--- src/rtl/vt52_uart_pkg.sv ---
// Shared types and constants for the VT52 serial receive path.
// Optional 8-E-1 framing is selected with VT52_RX_PARITY_EN.
package vt52_uart_pkg;

  typedef enum logic [2:0] {
    ST_IDLE      = 3'd0,
    ST_START     = 3'd1,
    ST_DATA      = 3'd2,
    ST_PARITY    = 3'd3,
    ST_STOP      = 3'd4,
    ST_WAIT_IDLE = 3'd5
  } rx_state_t;

  localparam int OVERSAMPLE  = 16;
  localparam int VOTE_SAMPLE = 9;
  localparam int DATA_BITS   = 8;

  // Majority of three samples; rejects a single noisy sample mid-bit.
  function automatic logic maj3(input logic a, input logic b, input logic c);
    return (a & b) | (a & c) | (b & c);
  endfunction

endpackage

--- src/rtl/vt52_rx_fifo.sv ---
// Synchronous FIFO with occupancy count. DEPTH must be a power of two so
// the pointers wrap naturally. Pop of an empty FIFO is ignored; a push into
// a full FIFO only lands when a pop happens in the same cycle.
module vt52_rx_fifo #(
  parameter int WIDTH = 8,
  parameter int DEPTH = 16
) (
  input  logic                     clk,
  input  logic                     reset_n,
  input  logic                     push,
  input  logic [WIDTH-1:0]         push_data,
  input  logic                     pop,
  output logic [WIDTH-1:0]         pop_data,
  output logic                     full,
  output logic                     empty,
  output logic [$clog2(DEPTH):0]   count
);

  localparam int AW = $clog2(DEPTH);

  logic [WIDTH-1:0] mem_q [DEPTH];
  logic [AW-1:0]    wr_ptr_q, wr_ptr_d;
  logic [AW-1:0]    rd_ptr_q, rd_ptr_d;
  logic [AW:0]      count_q, count_d;
  logic             do_push, do_pop;

  assign empty    = (count_q == '0);
  assign full     = (count_q == (AW+1)'(DEPTH));
  assign do_pop   = pop & ~empty;
  assign do_push  = push & (~full | do_pop);
  // Head reads as zero when empty so the output has a defined reset value.
  assign pop_data = empty ? '0 : mem_q[rd_ptr_q];
  assign count    = count_q;

  // Pointer and occupancy update.
  always_comb begin
    wr_ptr_d = wr_ptr_q;
    rd_ptr_d = rd_ptr_q;
    count_d  = count_q;
    if (do_push) wr_ptr_d = wr_ptr_q + 1'b1;
    if (do_pop)  rd_ptr_d = rd_ptr_q + 1'b1;
    case ({do_push, do_pop})
      2'b10:   count_d = count_q + 1'b1;
      2'b01:   count_d = count_q - 1'b1;
      default: count_d = count_q;
    endcase
  end

  // Control registers.
  always_ff @(posedge clk or negedge reset_n) begin
    if (!reset_n) begin
      wr_ptr_q <= '0;
      rd_ptr_q <= '0;
      count_q  <= '0;
    end else begin
      wr_ptr_q <= wr_ptr_d;
      rd_ptr_q <= rd_ptr_d;
      count_q  <= count_d;
    end
  end

  // Storage array; contents are don't-care until written.
  always_ff @(posedge clk) begin
    if (do_push) mem_q[wr_ptr_q] <= push_data;
  end

endmodule

--- src/rtl/vt52_uart_rx.sv ---
// VT52 UART receiver: synchronizer, 16x oversampling with 3-sample majority
// vote, framing FSM and receive FIFO drained via valid/ready.
// Define VT52_RX_PARITY_EN for 8-E-1 framing with parity checking.
// Handshake: rx_valid is high while the FIFO holds a byte; the head byte in
// rx_data is consumed on any cycle where rx_valid & rx_ready, and rx_data
// holds steady until then.
module vt52_uart_rx #(
  parameter int CLK_DIV    = 54,
  parameter int FIFO_DEPTH = 16,
  parameter int RTS_MARGIN = 4
) (
  input  logic       clk,
  input  logic       reset_n,
  input  logic       uart_rx,
  output logic [7:0] rx_data,
  output logic       rx_valid,
  input  logic       rx_ready,
  output logic       frame_err,
  output logic       parity_err,
  output logic       overrun,
  output logic       rts_n,
  output logic [2:0] dbg_state
);

  import vt52_uart_pkg::*;

  localparam int CW = 12;
  localparam int AW = $clog2(FIFO_DEPTH);

  logic            sync1_q, sync1_d, sync2_q, sync2_d, prev_q, prev_d;
  logic [CW-1:0]   div_q, div_d;
  logic [3:0]      samp_q, samp_d;
  logic            s7_q, s7_d, s8_q, s8_d;
  rx_state_t       state_q, state_d;
  logic [2:0]      bit_q, bit_d;
  logic [7:0]      shift_q, shift_d;
  logic            hi_q, hi_d;
  logic            frame_err_q, frame_err_d;
  logic            overrun_q, overrun_d;
  logic            rts_q, rts_d;
`ifdef VT52_RX_PARITY_EN
  logic            par_q, par_d;
  logic            parity_err_q, parity_err_d;
`endif

  logic            rx_s, fall, tick, vote, at_vote, at_end;
  logic            push_req, fifo_pop, fifo_full, fifo_empty;
  logic [AW:0]     fifo_count;

  assign rx_s    = sync2_q;
  assign fall    = prev_q & ~rx_s;
  assign tick    = (div_q == CW'(CLK_DIV - 1));
  assign vote    = maj3(s7_q, s8_q, rx_s);
  assign at_vote = tick & (samp_q == 4'(VOTE_SAMPLE));
  assign at_end  = tick & (samp_q == 4'(OVERSAMPLE - 1));

  // Next-state logic for the sampler, framing FSM and status pulses.
  always_comb begin
    sync1_d     = uart_rx;
    sync2_d     = sync1_q;
    prev_d      = sync2_q;
    div_d       = tick ? '0 : div_q + 1'b1;
    samp_d      = samp_q;
    s7_d        = s7_q;
    s8_d        = s8_q;
    state_d     = state_q;
    bit_d       = bit_q;
    shift_d     = shift_q;
    hi_d        = hi_q;
    push_req    = 1'b0;
    frame_err_d = 1'b0;
`ifdef VT52_RX_PARITY_EN
    par_d        = par_q;
    parity_err_d = 1'b0;
`endif
    if (tick) begin
      samp_d = samp_q + 1'b1;
      if (samp_q == 4'(VOTE_SAMPLE - 2)) s7_d = rx_s;
      if (samp_q == 4'(VOTE_SAMPLE - 1)) s8_d = rx_s;
    end
    case (state_q)
      ST_IDLE: begin
        // Re-phase the tick counter on the start edge.
        if (fall) begin
          state_d = ST_START;
          samp_d  = '0;
          div_d   = '0;
        end
      end
      ST_START: begin
        if (at_vote && vote) begin
          state_d = ST_IDLE;
        end else if (at_end) begin
          state_d = ST_DATA;
          bit_d   = '0;
`ifdef VT52_RX_PARITY_EN
          par_d   = 1'b0;
`endif
        end
      end
      ST_DATA: begin
        if (at_vote) shift_d = {vote, shift_q[7:1]};
        if (at_end) begin
          if (bit_q == 3'(DATA_BITS - 1)) begin
`ifdef VT52_RX_PARITY_EN
            state_d = ST_PARITY;
`else
            state_d = ST_STOP;
`endif
          end else begin
            bit_d = bit_q + 1'b1;
          end
        end
      end
`ifdef VT52_RX_PARITY_EN
      ST_PARITY: begin
        if (at_vote) par_d = (^shift_q) ^ vote;
        if (at_end)  state_d = ST_STOP;
      end
`endif
      ST_STOP: begin
        if (at_vote) begin
          if (!vote) begin
            frame_err_d = 1'b1;
            hi_d        = 1'b0;
            state_d     = ST_WAIT_IDLE;
          end else begin
            // Leave mid stop bit so a back-to-back start edge is not missed.
            state_d = ST_IDLE;
`ifdef VT52_RX_PARITY_EN
            if (par_q) parity_err_d = 1'b1;
            else       push_req     = 1'b1;
`else
            push_req = 1'b1;
`endif
          end
        end
      end
      ST_WAIT_IDLE: begin
        // Require the line high from one tick through the next.
        if (!rx_s) begin
          hi_d = 1'b0;
        end else if (tick) begin
          if (hi_q) state_d = ST_IDLE;
          else      hi_d    = 1'b1;
        end
      end
      default: state_d = ST_IDLE;
    endcase
  end

  assign fifo_pop = rx_valid & rx_ready;

  // Overrun and flow-control status, registered.
  always_comb begin
    overrun_d = push_req & fifo_full & ~fifo_pop;
    rts_d     = (FIFO_DEPTH - int'(fifo_count)) <= RTS_MARGIN;
  end

  // State registers; synchronizer presets to the idle-high level.
  always_ff @(posedge clk or negedge reset_n) begin
    if (!reset_n) begin
      sync1_q     <= 1'b1;
      sync2_q     <= 1'b1;
      prev_q      <= 1'b1;
      div_q       <= '0;
      samp_q      <= '0;
      s7_q        <= 1'b1;
      s8_q        <= 1'b1;
      state_q     <= ST_IDLE;
      bit_q       <= '0;
      shift_q     <= '0;
      hi_q        <= 1'b0;
      frame_err_q <= 1'b0;
      overrun_q   <= 1'b0;
      rts_q       <= 1'b0;
`ifdef VT52_RX_PARITY_EN
      par_q        <= 1'b0;
      parity_err_q <= 1'b0;
`endif
    end else begin
      sync1_q     <= sync1_d;
      sync2_q     <= sync2_d;
      prev_q      <= prev_d;
      div_q       <= div_d;
      samp_q      <= samp_d;
      s7_q        <= s7_d;
      s8_q        <= s8_d;
      state_q     <= state_d;
      bit_q       <= bit_d;
      shift_q     <= shift_d;
      hi_q        <= hi_d;
      frame_err_q <= frame_err_d;
      overrun_q   <= overrun_d;
      rts_q       <= rts_d;
`ifdef VT52_RX_PARITY_EN
      par_q        <= par_d;
      parity_err_q <= parity_err_d;
`endif
    end
  end

  vt52_rx_fifo #(
    .WIDTH (8),
    .DEPTH (FIFO_DEPTH)
  ) u_fifo (
    .clk       (clk),
    .reset_n   (reset_n),
    .push      (push_req),
    .push_data (shift_q),
    .pop       (fifo_pop),
    .pop_data  (rx_data),
    .full      (fifo_full),
    .empty     (fifo_empty),
    .count     (fifo_count)
  );

  assign rx_valid  = ~fifo_empty;
  assign frame_err = frame_err_q;
  assign overrun   = overrun_q;
  assign rts_n     = rts_q;
  assign dbg_state = state_q;
`ifdef VT52_RX_PARITY_EN
  assign parity_err = parity_err_q;
`else
  assign parity_err = 1'b0;
`endif

endmodule

--- config.mk ---
export PLATFORM = sky130hd
export DESIGN_NAME = vt52_uart_rx
export DESIGN_NICKNAME = d
export VERILOG_FILES = /design/src/rtl/vt52_uart_pkg.sv /design/src/rtl/vt52_rx_fifo.sv /design/src/rtl/vt52_uart_rx.sv
export SDC_FILE = /design/constraint.sdc
export NUM_CORES = 1
export LEC_CHECK = 0
export ABC_AREA = 1
export ABC_CLOCK_PERIOD_IN_PS = 3900
export BUFFER_PORTS_ARGS = -buffer_cell sky130_fd_sc_hd__buf_2
export CAP_MARGIN = 20
export CELL_PAD_IN_SITES_DETAIL_PLACEMENT = 2
export CELL_PAD_IN_SITES_GLOBAL_PLACEMENT = 2
export CORE_ASPECT_RATIO = 2
export CORE_MARGIN = 4
export CORE_UTILIZATION = 35
export CTS_BUF_LIST = sky130_fd_sc_hd__clkbuf_8
export DETAILED_ROUTE_END_ITERATION = 8
export PLACE_DENSITY_LB_ADDON = 0.25
export SYNTH_ARGS = -nofsm -noshare
export SYNTH_HDL_FRONTEND = slang
export SYNTH_SLANG_ARGS = --single-unit
--- constraint.sdc ---
create_clock -name clk -period 3.9 [get_ports clk]
set_input_delay 0.585 -clock clk [delete_from_list [all_inputs] [get_ports clk]]
set_output_delay 0.585 -clock clk [all_outputs]
set_load 0.02 [all_outputs]
==> qor.yml <==
slew_viol_final: 0
postRouteWirelength_mm: 22.63
coreArea_sq_mm: 0.02264
start_util: 0.3531
setup_ws_ns: 0.5591
ys_types: 45
fp.dieW_um: 114.9
netlist_area_sq_mm: 0.007994
startpoint_type: "flip-flop"
grt.total_usage: 0.1852
die_h_um: 221.7
yosysSeqAreaShare: 0.6444
io_pins: 20
swShare: 0.3954
grt_pass1_wl_mm: 35.25
cts_setup_buffers: 0
routabilityCongestion: 0.8135
post-place-ws_ns: 0.5802
fin_tns_setup_ns: 0
syn_nets: 744
ctsHoldBuffers: 0
viasPerCell: 5.258
status: "completed"
clkLatencyLatePin_ns: 0.48
syn_avg_cell_area_sq_um: 11.07
vias: 5410
grt_overflow: 0
ant_nets: 0
wl_per_cell_um: 21.99
p_comb_frac: 0.359
grt_setup_unrepaired: "no"
crit_slowest_cell: "dfrtp_1"
cts_made_buffers: 17
cts.sinks: 180
synth_edf_count: 128
synth_area_leader_cell: "edfxtp_1"
min_period_ns: 3.341
worst_ep_required_time_ns: 4.33
p_per_area_mw_per_mm2: 642.4
path_class: "reg -> reg"
nets: 758
synthArstFlopShare: 0.2889
p_leak_nw: 3.609
synth_top_area_share: 0.4808
end_kind: "flip-flop"
grt_pass1_vias: 6185
route.detailed.drc: 0
yosysWarnings: 0
path_cells: "nor2_1, nand3_1, inv_1, ha_1, inv_1, nand2_1, nand2_1, inv_1, nor2_8, inv_1, ha_1, xor2_1, ha_1, a21o_1, nand2_1, nand2_1, nand2_1, nand2_1, xor2_1, nand2_1, nand2_1"
synth_seq_cells: 180
drive_gt1_frac: 0.1188
antenna_found_initial: 0
maxSlewHeadroom: 0.3383
dieArea_sq_mm: 0.02547
finalSetupViolCount: 0
place_hpwl_mm: 16.07
first_pass_iters: 4
sequentialPowerShare: 0.408
cts_resized: 0
syn2layout_area_growth_pct: 9.125
internal_power_mw: 3.388
peakVddDrop_mv: 0.4053
ys.flop_type: "edfxtp_1"
clockBufferDepth: 2
yosys-top-cells-area: "edfxtp_1 (48%), dfrtp_1 (15%), nor2_1 (6.2%)"
finalHoldViolations: 0
critPathArrivalTime_ns: 3.77
fmax_ghz: 0.2993
clk_pin_slew_ns: 0.09
rows: 78
port_buffers: 18
cpPeakStageDelay_ns: 0.44
clock_power_share: 0.233
min_path_type: "in -> reg"
clock_skew_ns: 0.01629
clockRootBuffer: "clkbuf_8"
worst_pin_slew_ns: 0.9925
htreeDepth: 4
crit_fanout: 9
post-route-period-util: 0.8567
maxCapViolCount: 0
netlist_instances: 722
p_switching_mw: 2.216
cts_tree: "yes"
diodes: 0
grt_max_degree: 67
drt_iter0_markers: 322
path_common_cell: "nand2_1"
## placed cells by master (no fill, tap or decap), types with 4 or more instances in the layout
cell type	netlist	routed
nor2_1	132	132
edfxtp_1	128	128
o21ai_0	89	89
nand2_1	69	69
inv_1	53	57
dfrtp_1	47	46
o211ai_1	28	28
nand3_1	24	24
a21oi_1	18	18
ha_1	18	18
clkbuf_8	0	18
buf_2	11	18
xor2_1	10	10
nand4_1	7	7
o21ai_2	7	7
nor2_2	6	6
buf_4	6	6
dfstp_2	5	5
inv_2	4	4
nor3_1	4	4
xnor2_1	4	4
o221ai_1	4	4
nand2_4	4	4
o21ai_1	4	4
## power by group through the flow
stage          registers [mW]  clock network (mW)  logic, mW
3_5_place_dp             2.33                   0       2.04
5_1_grt                  2.31                1.42       2.24
6_report                 2.29                1.31       2.01
2_1_floorplan            2.27                   0       1.40
3_3_place_gp             2.31                   0       1.92
4_1_cts                  2.29                1.35       2.06
## stage by stage
| stage | area [sq um] | hold slack, ns | std cells | util | power (mW) |
|---|---|---|---|---|---|
| floorplan | 7994 | 0.2894 | 722 | - | 3.663 |
| global placement | 8328 | 0.3480 | 997 | 0.3678 | 4.232 |
| detailed placement | 8328 | 0.3487 | 997 | 0.3678 | 4.376 |
| CTS | 8723 | 0.1529 | 1029 | 0.3853 | 5.700 |
| global route | 8723 | 0.1575 | 1029 | 0.3853 | 5.967 |
| finish | 8723 | 0.1979 | 1029 | 0.3853 | 5.604 |
## logic make-up (layout without fill, tap and decap cells)
group                      after synthesis  count (layout)  synth area share
and+or+nand+nor                        262             262            0.1476
AOI/OAI and AO/OA                      159             159            0.1171
DFF                                    180             180            0.6444
other                                    1               1         0.0004691
adders and majority gates               18              18           0.02817
buffers and inverters                   88             115           0.04695
xor gates and xnor gates                14              14           0.01534
## flip-flops by register name, summed over array words and instances, names as in the netlist
name and cells:
bit_q 3, dbg_state 3, div_q 12, frame_err 1, hi_q 1, overrun 1, prev_d 1, prev_q 1
rts_n 1, s7_q 1, s8_q 1, samp_q 4, shift_q 8, sync1_q 1, u_fifo.count 5, u_fifo.mem_q 128
u_fifo.rd_ptr_q 4, u_fifo.wr_ptr_q 4
## worst max-delay path, delay by kind of cell (launching register included)
kind / cells / cell delay [ns]
AO/OA/AOI/OAI: 1 / 0.13
buffers and inverters: 4 / 0.44
adder cells (fa/ha/maj): 3 / 0.90
AND/OR/NAND/NOR: 11 / 0.96
flip-flops: 1 / 0.44
XOR/XNOR: 2 / 0.40
## worst paths after layout
path | endpoint | slack (ns) | cells after the start | from
max in group asynchronous | u_fifo.rd_ptr_q[0] | 2.88 | 2 | reset_n
setup / recovery | u_fifo.count[4] | 0.56 | 21 | u_fifo.count[0]
hold reg to reg | prev_d | 0.36 | 0 | sync1_q
hold / removal | sync1_q | 0.20 | 1 | uart_rx
min in group asynchronous | div_q[7] | 0.23 | 1 | reset_n
setup reg to reg | u_fifo.count[4] | 0.56 | 21 | u_fifo.count[0]
## layout make-up
class	count	area (sq um)
tap	280	350.3
clock inverter	14	147.6
multi-input combinational	454	2467
inverter	59	222.7
fill	2444	13920
clock buffer	18	247.7
sequential	180	5152
timing repair buffer	24	135.1
## per-layer routing
metal,global-route usage,share of wire
met1,0.1828,0.35
met2,0.3651,0.60
met3,0.03551,0.024
met4,0.06823,0.030
met5,0,0
## cells in the mapped netlist, types with 2 or more instances
master      n
nor2_1    132
edfxtp_1  128
o21ai_0    89
nand2_1    69
inv_1      53
dfrtp_1    47
o211ai_1   28
nand3_1    24
a21oi_1    18
ha_1       18
buf_2      11
clkbuf_1   11
xor2_1     10
nand4_1     7
o21ai_2     7
buf_4       6
nor2_2      6
dfstp_2     5
inv_2       4
nand2_4     4
nor3_1      4
o21ai_1     4
o221ai_1    4
xnor2_1     4
nand2_2     3
nor3b_1     3
a211oi_1    2
nor3_4      2
o21a_1      2
o21bai_1    2
(Power assumes the default switching activity.)
